### config.mk
export PLATFORM = sky130hd
export DESIGN_NAME = frame_rd_dma
export DESIGN_NICKNAME = d
export VERILOG_FILES = /design/src/rtl/frame_dma_pkg.sv /design/src/rtl/frame_dma_credit.sv /design/src/rtl/frame_rd_dma.sv
export SDC_FILE = /design/constraint.sdc
export NUM_CORES = 1
export LEC_CHECK = 0
export ABC_CLOCK_PERIOD_IN_PS = 9100
export BUFFER_PORTS_ARGS = -buffer_cell sky130_fd_sc_hd__buf_2
export CAP_MARGIN = 0
export CORE_UTILIZATION = 30
export DETAILED_ROUTE_END_ITERATION = 7
export SLEW_MARGIN = 10
export SYNTH_ARGS = -nofsm -noshare
export SYNTH_HDL_FRONTEND = slang
export SYNTH_HIERARCHICAL = 1
export SYNTH_SLANG_ARGS = --single-unit
### constraint.sdc
create_clock -name sys_clk -period 9.1 [get_ports sys_clk]
set_clock_uncertainty 0.1 [all_clocks]
set_input_delay 0 -clock sys_clk [delete_from_list [all_inputs] [get_ports sys_clk]]
set_output_delay 0 -clock sys_clk [all_outputs]
set_load 0.1 [all_outputs]
### src/rtl/frame_dma_pkg.sv
// Shared types, AXI constants and elaboration helpers for the frame read DMA.
package frame_dma_pkg;

    typedef enum logic [1:0] {
        IDLE     = 2'd0,
        WAIT_SOF = 2'd1,
        ISSUE    = 2'd2,
        DRAIN    = 2'd3
    } state_t;

    localparam logic [1:0] BURST_INCR = 2'b01;
    localparam logic [1:0] RESP_OKAY  = 2'b00;

    function automatic int clog2(input int value);
        int r;
        r = 0;
        for (int v = value - 1; v > 0; v = v >> 1) begin
            r++;
        end
        return r;
    endfunction

    function automatic int frame_beats(input int h_act, input int v_act,
                                       input int bpp, input int data_w);
        return (h_act * v_act * bpp) / data_w;
    endfunction

endpackage

### src/rtl/frame_dma_credit.sv
// Tracks in-flight AR bursts and R beats and decides whether one more burst fits.
module frame_dma_credit #(
    parameter int LVL_W      = 9,
    parameter int FIFO_DEPTH = 512,
    parameter int MAX_OUTST  = 4
) (
    input  logic             clk,
    input  logic             srst,
    input  logic             ar_hs,
    input  logic [8:0]       len,
    input  logic             r_beat,
    input  logic             r_last,
    input  logic [LVL_W-1:0] fifo_level,
    output logic             permit,
    output logic             idle
);

    localparam int SUM_W = LVL_W + 2;

    logic [SUM_W-1:0] outst_beats_reg, outst_beats_next;
    logic [7:0]       outst_bursts_reg, outst_bursts_next;
    logic [SUM_W-1:0] demand;

    // Issue and completion in the same cycle net out in one update.
    always_comb begin
        outst_beats_next  = outst_beats_reg
                          + (ar_hs  ? SUM_W'(len) : '0)
                          - (r_beat ? SUM_W'(1)   : '0);
        outst_bursts_next = outst_bursts_reg + {7'd0, ar_hs} - {7'd0, r_last};
        demand            = SUM_W'(fifo_level) + outst_beats_reg + SUM_W'(len);
        permit            = (outst_bursts_reg < 8'(MAX_OUTST))
                         && (demand <= SUM_W'(FIFO_DEPTH));
        idle              = (outst_bursts_reg == 8'd0);
    end

    always_ff @(posedge clk) begin
        if (srst) begin
            outst_beats_reg  <= '0;
            outst_bursts_reg <= '0;
        end else begin
            outst_beats_reg  <= outst_beats_next;
            outst_bursts_reg <= outst_bursts_next;
        end
    end

endmodule

### src/rtl/frame_rd_dma.sv
// Frame read engine: streams one buffered frame from DDR into the pixel FIFO
// with AXI4 INCR bursts, FIFO credit throttling and bounded outstanding reads.
module frame_rd_dma
    import frame_dma_pkg::*;
#(
    parameter int          ADDR_W     = 28,
    parameter int          DATA_W     = 128,
    parameter int          H_ACT      = 1280,
    parameter int          V_ACT      = 720,
    parameter int          BPP        = 16,
    parameter int          BURST_LEN  = 16,
    parameter int          NUM_BUF    = 3,
    parameter logic [31:0] BUF_STRIDE = 32'h0020_0000,
    parameter int          MAX_OUTST  = 4,
    parameter int          FIFO_DEPTH = 512,
    parameter int          LVL_W      = 9
) (
    input  logic              sys_clk,
    input  logic              sys_rst,
    input  logic              enable,
    input  logic [ADDR_W-1:0] base_addr,
    input  logic              frame_start,
    input  logic              wr_done,
    input  logic [1:0]        wr_idx,
    output logic [ADDR_W-1:0] araddr,
    output logic [7:0]        arlen,
    output logic [2:0]        arsize,
    output logic [1:0]        arburst,
    output logic              arvalid,
    input  logic              arready,
    input  logic [DATA_W-1:0] rdata,
    input  logic [1:0]        rresp,
    input  logic              rlast,
    input  logic              rvalid,
    output logic              rready,
    output logic              fifo_wr_en,
    output logic [DATA_W-1:0] fifo_wr_data,
    input  logic [LVL_W-1:0]  fifo_wr_level,
    output logic [1:0]        rd_idx,
    output logic              busy,
    output logic              frame_done,
    output logic              late_err,
    output logic              resp_err
);

    localparam int FRAME_BEATS = frame_beats(H_ACT, V_ACT, BPP, DATA_W);
    localparam int BURST_BYTES = BURST_LEN * DATA_W / 8;

    if (FRAME_BEATS * DATA_W != H_ACT * V_ACT * BPP) begin : g_bad_frame
        $error("frame_rd_dma: frame size is not a whole number of data beats");
    end
    if (NUM_BUF < 1 || NUM_BUF > 4 || BURST_LEN < 1 || BURST_LEN > 256) begin : g_bad_cfg
        $error("frame_rd_dma: NUM_BUF or BURST_LEN out of range");
    end

    state_t            state_reg, state_next;
    logic [ADDR_W-1:0] next_addr_reg, araddr_reg;
    logic [7:0]        arlen_reg;
    logic              arvalid_reg;
    logic [31:0]       beats_left_reg, beats_after;
    logic [1:0]        latest_done_reg, rd_idx_reg;
    logic              busy_reg, frame_done_reg, late_err_reg, resp_err_reg;
    logic [8:0]        len;
    logic              ar_hs, r_beat, permit, credit_idle;
    logic              issue_now, sof_take, drain_exit;

    assign rready       = !sys_rst;
    assign r_beat       = rvalid & rready;
    assign fifo_wr_en   = r_beat;
    assign fifo_wr_data = rdata;
    assign ar_hs        = arvalid_reg & arready;

    assign araddr     = araddr_reg;
    assign arlen      = arlen_reg;
    assign arvalid    = arvalid_reg;
    assign arsize     = 3'(clog2(DATA_W / 8));
    assign arburst    = BURST_INCR;
    assign rd_idx     = rd_idx_reg;
    assign busy       = busy_reg;
    assign frame_done = frame_done_reg;
    assign late_err   = late_err_reg;
    assign resp_err   = resp_err_reg;

    // beats_left only moves on a handshake, so len stays consistent with a pending arlen.
    assign len         = (beats_left_reg >= 32'(BURST_LEN)) ? 9'(BURST_LEN) : beats_left_reg[8:0];
    assign beats_after = ar_hs ? (beats_left_reg - 32'(len)) : beats_left_reg;

    frame_dma_credit #(
        .LVL_W      (LVL_W),
        .FIFO_DEPTH (FIFO_DEPTH),
        .MAX_OUTST  (MAX_OUTST)
    ) u_credit (
        .clk        (sys_clk),
        .srst       (sys_rst),
        .ar_hs      (ar_hs),
        .len        (len),
        .r_beat     (r_beat),
        .r_last     (r_beat & rlast),
        .fifo_level (fifo_wr_level),
        .permit     (permit),
        .idle       (credit_idle)
    );

    always_comb begin
        state_next = state_reg;
        sof_take   = 1'b0;
        drain_exit = 1'b0;
        issue_now  = 1'b0;
        case (state_reg)
            IDLE: begin
                if (enable) state_next = WAIT_SOF;
            end
            WAIT_SOF: begin
                if (!enable) begin
                    state_next = IDLE;
                end else if (frame_start) begin
                    state_next = ISSUE;
                    sof_take   = 1'b1;
                end
            end
            ISSUE: begin
                issue_now = !arvalid_reg && enable && (beats_left_reg != 32'd0) && permit;
                // A pending AR must complete before leaving, even if enable dropped.
                if ((!arvalid_reg || ar_hs) && (beats_after == 32'd0 || !enable)) begin
                    state_next = DRAIN;
                end
            end
            DRAIN: begin
                if (credit_idle) begin
                    drain_exit = 1'b1;
                    state_next = enable ? WAIT_SOF : IDLE;
                end
            end
            default: state_next = IDLE;
        endcase
    end

    always_ff @(posedge sys_clk) begin
        if (sys_rst) begin
            state_reg <= IDLE;
        end else begin
            state_reg <= state_next;
        end
    end

    always_ff @(posedge sys_clk) begin
        if (sys_rst) begin
            next_addr_reg   <= '0;
            araddr_reg      <= '0;
            arlen_reg       <= '0;
            arvalid_reg     <= 1'b0;
            beats_left_reg  <= '0;
            latest_done_reg <= '0;
            rd_idx_reg      <= '0;
            busy_reg        <= 1'b0;
            frame_done_reg  <= 1'b0;
            late_err_reg    <= 1'b0;
            resp_err_reg    <= 1'b0;
        end else begin
            if (wr_done && (32'(wr_idx) < NUM_BUF)) latest_done_reg <= wr_idx;
            if (frame_start && busy_reg)            late_err_reg    <= 1'b1;
            if (r_beat && rresp != RESP_OKAY)       resp_err_reg    <= 1'b1;

            if (sof_take) begin
                rd_idx_reg     <= latest_done_reg;
                next_addr_reg  <= base_addr + ADDR_W'(latest_done_reg) * ADDR_W'(BUF_STRIDE);
                beats_left_reg <= 32'(FRAME_BEATS);
                busy_reg       <= 1'b1;
            end

            if (issue_now) begin
                arvalid_reg <= 1'b1;
                araddr_reg  <= next_addr_reg;
                arlen_reg   <= 8'(len - 9'd1);
            end

            if (ar_hs) begin
                arvalid_reg    <= 1'b0;
                next_addr_reg  <= next_addr_reg + ADDR_W'(BURST_BYTES);
                beats_left_reg <= beats_after;
            end

            frame_done_reg <= drain_exit;
            if (drain_exit) busy_reg <= 1'b0;
        end
    end

endmodule
# Yosys cells after proc, flatten, opt, wreduce, memory -nomap -nowiden
# Index checks and enable logic that the tools add are counted.
[classes] add_sub_neg=10 n_mul=0 div=0 n_lt_le_gt_ge=4 eq_ne=7 n_shift=0 n_mux=21 bitwise=3 reduce_logical=22
[ops] cell="$mux W32" n=3
[ops] cell="$mux W28" n=2
[ops] cell="$ge A32 B5 Y1 const B" n=1
[ops] cell="$logic_not A32 Y1" n=1
[ops] cell="$reduce_bool A32 Y1" n=1
[ops] cell="$sub A32 B9 Y32" n=1
[ops] cell="$add A28 B23 Y28" n=1
[ops] cell="$add A28 B9 Y28 const B" n=1
[ops] cell="$mux W9" n=2
[ops] cell="$add A11 B11 Y11" n=1
[ops] cell="$add A11 B9 Y11" n=1
[ops] cell="$add A9 B11 Y11" n=1
[ops] cell="$le A11 B10 Y1 const B" n=1
[ops] cell="$sub A11 B11 Y11" n=1
[ops] cell="$mux W2" n=5
[ops] cell="$add A8 B1 Y8" n=1
[ops] cell="$logic_and A1 B1 Y1" n=8
[ops] cell="$logic_not A8 Y1" n=1
[ops] cell="$lt A8 B3 Y1 const B" n=1
[ops] cell="$mux W1" n=8
[ops] cell="$pmux W2 S4" n=1
[ops] cell="$sub A8 B1 Y8" n=1
[ops] cell="$sub A8 B1 Y8 const B" n=1
[ops] cell="$ne A2 B2 Y1 const B" n=3
[ops] cell="other kinds (11)" n=19
[totals] register_bits=126 latchBits=0 ram_bits=0 rom_bits=0 mem_count=0

# Depth between registers and ports, before layout
[depth] word_depth=9 depth_mapped=22

# Modules after synthesis
# Netlist, hierarchy kept.
[modules_own_cells] mod="frame_rd_dma" n_inst=1 cells_each=820 area_each_um2=6313.6
[modules_own_cells] mod="frame_dma_credit" n_inst=1 cells_each=272 area_each_um2=2239.6

# Least setup slack after synthesis
# No wires, ideal clock.
[synth_timing] kind="register to register" startpoint="reg beats_left_reg[8]" endpoint="reg arvalid_reg, in the netlist arvalid" t_arrival_ns=4.977 t_required_ns=8.922 setup_slack_ns=3.944 path_stages_with_launch=23 synth_period_minus_slack_ns=5.156 path_cell_list="dfxtp_1 > clkbuf_1 > nor4_4 > nand4_1 > nor2_1 > buf_2 > nand2_1 > inv_1 > fa_1 > ha_1 > inv_1 > fa_1 > nand2b_1 > nand3_1 > or4b_1 > a31oi_1 > o211ai_1 > a211oi_2 > or3b_2 > a21oi_1 > clkbuf_1 > nor2_1 > nor3_1"
[synth_via] elab_chain_cells=7 word_cells_on_any_way=9 cone_classes="1 x add/sub; 2 x order compare; 2 x mux; 4 x reduce/logical"
[synth_lines] item="from (decl)" line="frame_rd_dma.sv:60" source="logic [31:0] beats_left_reg, beats_after;"
[synth_lines] item="from (signal assigned)" line="frame_rd_dma.sv:167" source="beats_left_reg <= 32'(FRAME_BEATS);"
[synth_lines] item="from (signal assigned)" line="frame_rd_dma.sv:180" source="beats_left_reg <= beats_after;"
[synth_lines] item="$ge A32 B5 Y1" line="frame_rd_dma.sv:85" source="assign len = (beats_left_reg >= 32'(BURST_LEN)) ? 9'(BURST_LEN) : beats_left_reg[8:0];"
[synth_lines] item="$mux W9" line="frame_rd_dma.sv:85"
[synth_lines] item="net len[1]" line="frame_rd_dma.sv:63" source="logic [8:0] len;"
[synth_lines] item="$add A11 B9 Y11" line="frame_dma_credit.sv:30" source="demand = SUM_W'(fifo_level) + outst_beats_reg + SUM_W'(len);"
[synth_lines] item="$le A11 B10 Y1" line="frame_dma_credit.sv:32" source="&& (demand <= SUM_W'(FIFO_DEPTH));"
[synth_lines] item="$logic_and A1 B1 Y1" line="frame_dma_credit.sv:32"
[synth_lines] item="net permit" line="frame_rd_dma.sv:64" source="logic ar_hs, r_beat, permit, credit_idle;"
[synth_lines] item="$logic_and A1 B1 Y1" line="frame_rd_dma.sv:122" source="issue_now = !arvalid_reg && enable && (beats_left_reg != 32'd0) && permit;"
[synth_lines] item="$mux W1" line="frame_rd_dma.sv:109" source="case (state_reg)"
[synth_lines] item="to (signal assigned)" line="frame_rd_dma.sv:151" source="arvalid_reg <= 1'b0;"
[synth_lines] item="to (signal assigned)" line="frame_rd_dma.sv:172" source="arvalid_reg <= 1'b1;"
[synth_lines] item="to (signal assigned)" line="frame_rd_dma.sv:178" source="arvalid_reg <= 1'b0;"
[synth_lines] item="to (decl)" line="frame_rd_dma.sv:59" source="logic arvalid_reg;"
# The timed path passes the listed nets, and every way through them passes these cells.
# A chain may end at the register's enable or synchronous reset.

# Worst setup path in the final report
[layout_timing] startpoint="reg beats_left_reg[20]" endpoint="reg arlen_reg[4], in the netlist arlen[4]"
[layout_via] elab_chain_cells=7 word_cells_on_any_way=10 cone_classes="2 x add/sub; 2 x order compare; 2 x mux; 4 x reduce/logical"
[layout_lines] item="$ge A32 B5 Y1" line="frame_rd_dma.sv:85"
[layout_lines] item="$mux W9" line="frame_rd_dma.sv:85"
[layout_lines] item="net len[4]" line="frame_rd_dma.sv:63"
[layout_lines] item="$add A11 B9 Y11" line="frame_dma_credit.sv:30"
[layout_lines] item="$le A11 B10 Y1" line="frame_dma_credit.sv:32"
[layout_lines] item="$logic_and A1 B1 Y1" line="frame_dma_credit.sv:32"
[layout_lines] item="net permit" line="frame_rd_dma.sv:64"
[layout_lines] item="$logic_and A1 B1 Y1" line="frame_rd_dma.sv:122"
[layout_lines] item="$mux W1" line="frame_rd_dma.sv:109"
[layout_lines] item="to (signal assigned)" line="frame_rd_dma.sv:174" source="arlen_reg <= 8'(len - 9'd1);"
[layout_lines] item="to (decl)" line="frame_rd_dma.sv:58" source="logic [7:0] arlen_reg;"
# The timed path passes the listed nets, and every way through them passes these cells.

==> metrics.md <==
| Metric | Value |
|---|---|
| Netlist cell types | 81 |
| Non-Filler Instances | 1600 |
| Simple-Gate Fraction of Synth Area | 22.00% |
| Core area | 27930 um2 |
| FF-to-FF path depth | 17 |
| Port Buf Inserts | 93 |
| Synthesis-to-finish area growth | 25.56% |
| Number of flip-flops in the largest register | 32 |
| Sink Count | 126 |
| Post-synth top cells | nand2_1 (141), buf_4 (133), dfxtp_1 (126) |
| Synth Area in Compound Gates | 18.56% |
| Synth area leaders | dfxtp_1 (29%), buf_4 (12%), ha_1 (6.7%) |
| Clock Path Buffers | 2 |
| DR iter-0 viols | 508 |
| Xor/xnor share of the synthesized area | 1.946% |
| Post-DRT Antenna Nets | 0 |
| GRT Total Usage | 15.98% |
| Post-synth top area share | 29.49% |
| Fin area | 10740 um2 |
| Initial core utilization | 30.62% |
| Top delay family on crit path | simple AND/OR/NAND/NOR gates |
| Register bit count reported by yosys | 126 |
| Cell Area, Placed | 8407 um2 |
| Clk pin slew, worst setup/hold paths | 0.07 ns |
| Final HPWL DP | 15280 um |
| Placed cells | 1403 |
| Largest net degree at the start of global routing | 83 |
| RR Startpoint | beats_left_reg[20]$_SDFFE_PP0P_ |
| Period utilization | 67.50% |
| Post-synth top flop | dfxtp_1 |
| Max Cap Viol | 0 |
| Most frequent cell after synthesis | nand2_1 |
| Final min period | 6.143 ns |
| Register area share after synthesis | 29.49% |
| Status | complete, no violations |
| Min-delay src | base_addr[26] |
| H-Tree Depth | 4 |
| Static Leak | 4.355 nW |
| # nets final | 1445 |
| CP max stage delay | 0.77 ns |
| Largest family of logic cells by synthesized area | simple AND/OR/NAND/NOR gates |
| Setup_tns | 0 ns |
| Met2 wire len | 11030 um |
| Critical Path Source Type | register |
| Worst vdd ir | 0.1295 mV |
| Vias in the first global route | 7260 |
| Worst Path Buf+Inv | 2 |
| Critical path required time | 9.35 ns |
| Slew margin rel. | 23.56% |
| Hold Path Sink | next_addr_reg[26]$_SDFFE_PP0P_ |
| Die Area | 29190 um2 |
| # setup viols final | 0 |
| Die Span X | 170.9 um |
| R2r setup slk | 2.96 ns |
| Die height | 170.9 um |
| Total gr overflow | 0 |
| Hold depth | 4 |
| Avg Inst Size Synth | 7.833 um2 |
| Crit path max fanout | 37 |
| Cell taking the most area after synthesis | dfxtp_1 |
| Critical R2R Capture | arlen[4]$_SDFFE_PP0P_ |
| Gpl congestion | 0.8965 |
| WL met1 | 10780 um |
| Metal3 WL | 1371 um |
| Pwr Density | 224.3 nW/um2 |
| CP Class | register to register |
| Mux share of post-synthesis cell area | 1.141% |
| RSZ-0062 raised after global routing | false |
| Vias | 7955 |
| Antenna violations before repair | 1 |
| Max Used Layer | met4 |
| Via/cell ratio | 4.972 |
| Later-pin clock latency in the skew report | 0.43 ns |
| Final wirelength | 23500 um |
| WL per Instance | 14.69 um |
| Site row count | 61 |
| Mapped Cells | 1092 |
| Top Ports | 355 |
| Post-synthesis cell area | 8553 um2 |
| First-pass GRT wire length | 37010 um |
| Clock root buffer | clkbuf_16 |
| Slowest CP cell | nor2_1 |
| Hold crit path type | input port to register |
| Post-route DRC | 0 |
| Max Clk Rate | 162.8 MHz |
| Endpoints failing hold | 0 |
| Layout cells sized above 1 | 13.43% |
| TritonCTS clock tree | built |
| Critical-path cell list | nor4_1, nand3_1, nor2_1, inv_1, fa_1, ha_1, a21oi_1, o22ai_2, or2_1, a2111oi_2, o211ai_1, a211oi_2, or3b_2, a21oi_2, buf_4, o21ai_0, a21oi_1 |
| CP arrival | 6.39 ns |
| Max-slew violations | 0 |
| Post-synth EDFFs | 0 |
| Setup bufs post-CTS | 0 |
| First-pass DRT Iterations | 7 |
| CTS buffer count | 17 |
| YS warnings | 6 |
| Critical path capture point type | register |
| Post-synthesis adder-cell area fraction | 9.772% |
| Post-synth ARST share | 0% |
| Worst path most repeated cell | a21oi_1 |
| Worst-margin pin slew | 1.144 ns |
-- routing by layer --
metal	vias to the layer above	GRT usage [%]
met5	-	0
met1	3735	21.41
met2	303	26.25
li1	3893	-
met4	0	4.425
met3	24	2.776
-- cell usage in the layout (no fill, tap or decap), types with 9 or more instances in the layout --
| master | netlist | routed |
|---|---|---|
| dlygate4sd3_1 | 0 | 165 |
| nand2_1 | 141 | 141 |
| dfxtp_1 | 126 | 126 |
| a21oi_1 | 94 | 93 |
| buf_2 | 10 | 92 |
| nor2_1 | 91 | 90 |
| inv_1 | 67 | 67 |
| ha_1 | 46 | 46 |
| o21ai_0 | 36 | 36 |
| nor3_1 | 34 | 34 |
| nand3_1 | 17 | 17 |
| clkbuf_16 | 0 | 17 |
| and3_1 | 16 | 16 |
| nor2b_1 | 14 | 14 |
| conb_1 | 2 | 14 |
| fa_1 | 13 | 13 |
| nor4_1 | 12 | 12 |
| a31oi_1 | 11 | 11 |
| a211oi_1 | 11 | 11 |
| nand4_1 | 10 | 10 |
| a311oi_1 | 10 | 10 |
| xor2_1 | 10 | 10 |
| o211ai_1 | 9 | 9 |
| xnor2_1 | 9 | 9 |
| buf_4 | 133 | 9 |
-- worst reg2reg max path: stages, from the launching register on --
cell       delay (ns)
dfxtp_1          0.38
nor4_1           0.54
nand3_1          0.36
nor2_1           0.77
inv_1            0.39
fa_1             0.56
ha_1             0.37
a21oi_1          0.23
o22ai_2          0.14
or2_1            0.24
a2111oi_2        0.29
o211ai_1         0.13
a211oi_2         0.22
or3b_2           0.49
a21oi_2          0.12
buf_4            0.39
o21ai_0          0.19
a21oi_1          0.17
-- layout make-up --
type	count	area (um2)
diodes	1	2.502
multi-input cells	731	4632
flip-flops and latches	126	2522
well taps	378	473.0
clock inverters	14	252.7
fillers	2867	17200
clock buffers	17	425.4
inverters	67	251.5
repair buffers	266	2180
-- what timing repair did --
action / CTS / global route
endpoints found under the hold margin: 180 / 0
gates resized for setup: 0 / 0
hold buffers: 165 / 0
-- where the power goes --
part / leakage (nW) / internal [mW] / switching, mW / total (mW)
Combinational: 3.00 / 0.340 / 0.645 / 0.984
Clock: 0.331 / 0.519 / 0.280 / 0.800
Sequential: 1.02 / 0.593 / 0.0319 / 0.625
-- cells by family (layout without fill, tap and decap cells) --
kind of cell / count (synthesis) / after routing
simple gates: 387 / 387
buf+inv: 247 / 364
compound gates: 243 / 243
flops: 126 / 126
fa+ha+maj: 59 / 59
xor+xnor: 19 / 19
mux: 9 / 9
other cells: 2 / 15
-- through the flow --
step,hold slack (ns),setup WS [ns],power [mW],utilization [%]
finish,0.02054,2.957,2.409,38.44
global route,0.07344,2.534,2.550,38.44
CTS,0.005313,3.062,2.420,38.44
detailed placement,-0.09932,3.084,1.335,30.10
global placement,-0.09932,3.266,1.319,30.10
floorplan,0.03596,3.944,1.461,-
-- worst max-delay path by stage --
stage	from	end	slack, ns	cells past startpoint
after global routing	beats_left_reg[20]$_SDFFE_PP0P_	arlen[1]$_SDFFE_PP0P_	2.53	17
final	beats_left_reg[20]$_SDFFE_PP0P_	arlen[4]$_SDFFE_PP0P_	2.96	17
after floorplan	beats_left_reg[8]$_SDFFE_PP0P_	arvalid$_SDFFE_PP0P_	3.94	22
after global placement	beats_left_reg[20]$_SDFFE_PP0P_	arlen[4]$_SDFFE_PP0P_	3.27	17
after detailed placement	beats_left_reg[20]$_SDFFE_PP0P_	arlen[4]$_SDFFE_PP0P_	3.08	17
after CTS	beats_left_reg[20]$_SDFFE_PP0P_	arlen[4]$_SDFFE_PP0P_	3.06	17
(Power assumes the default switching activity.)
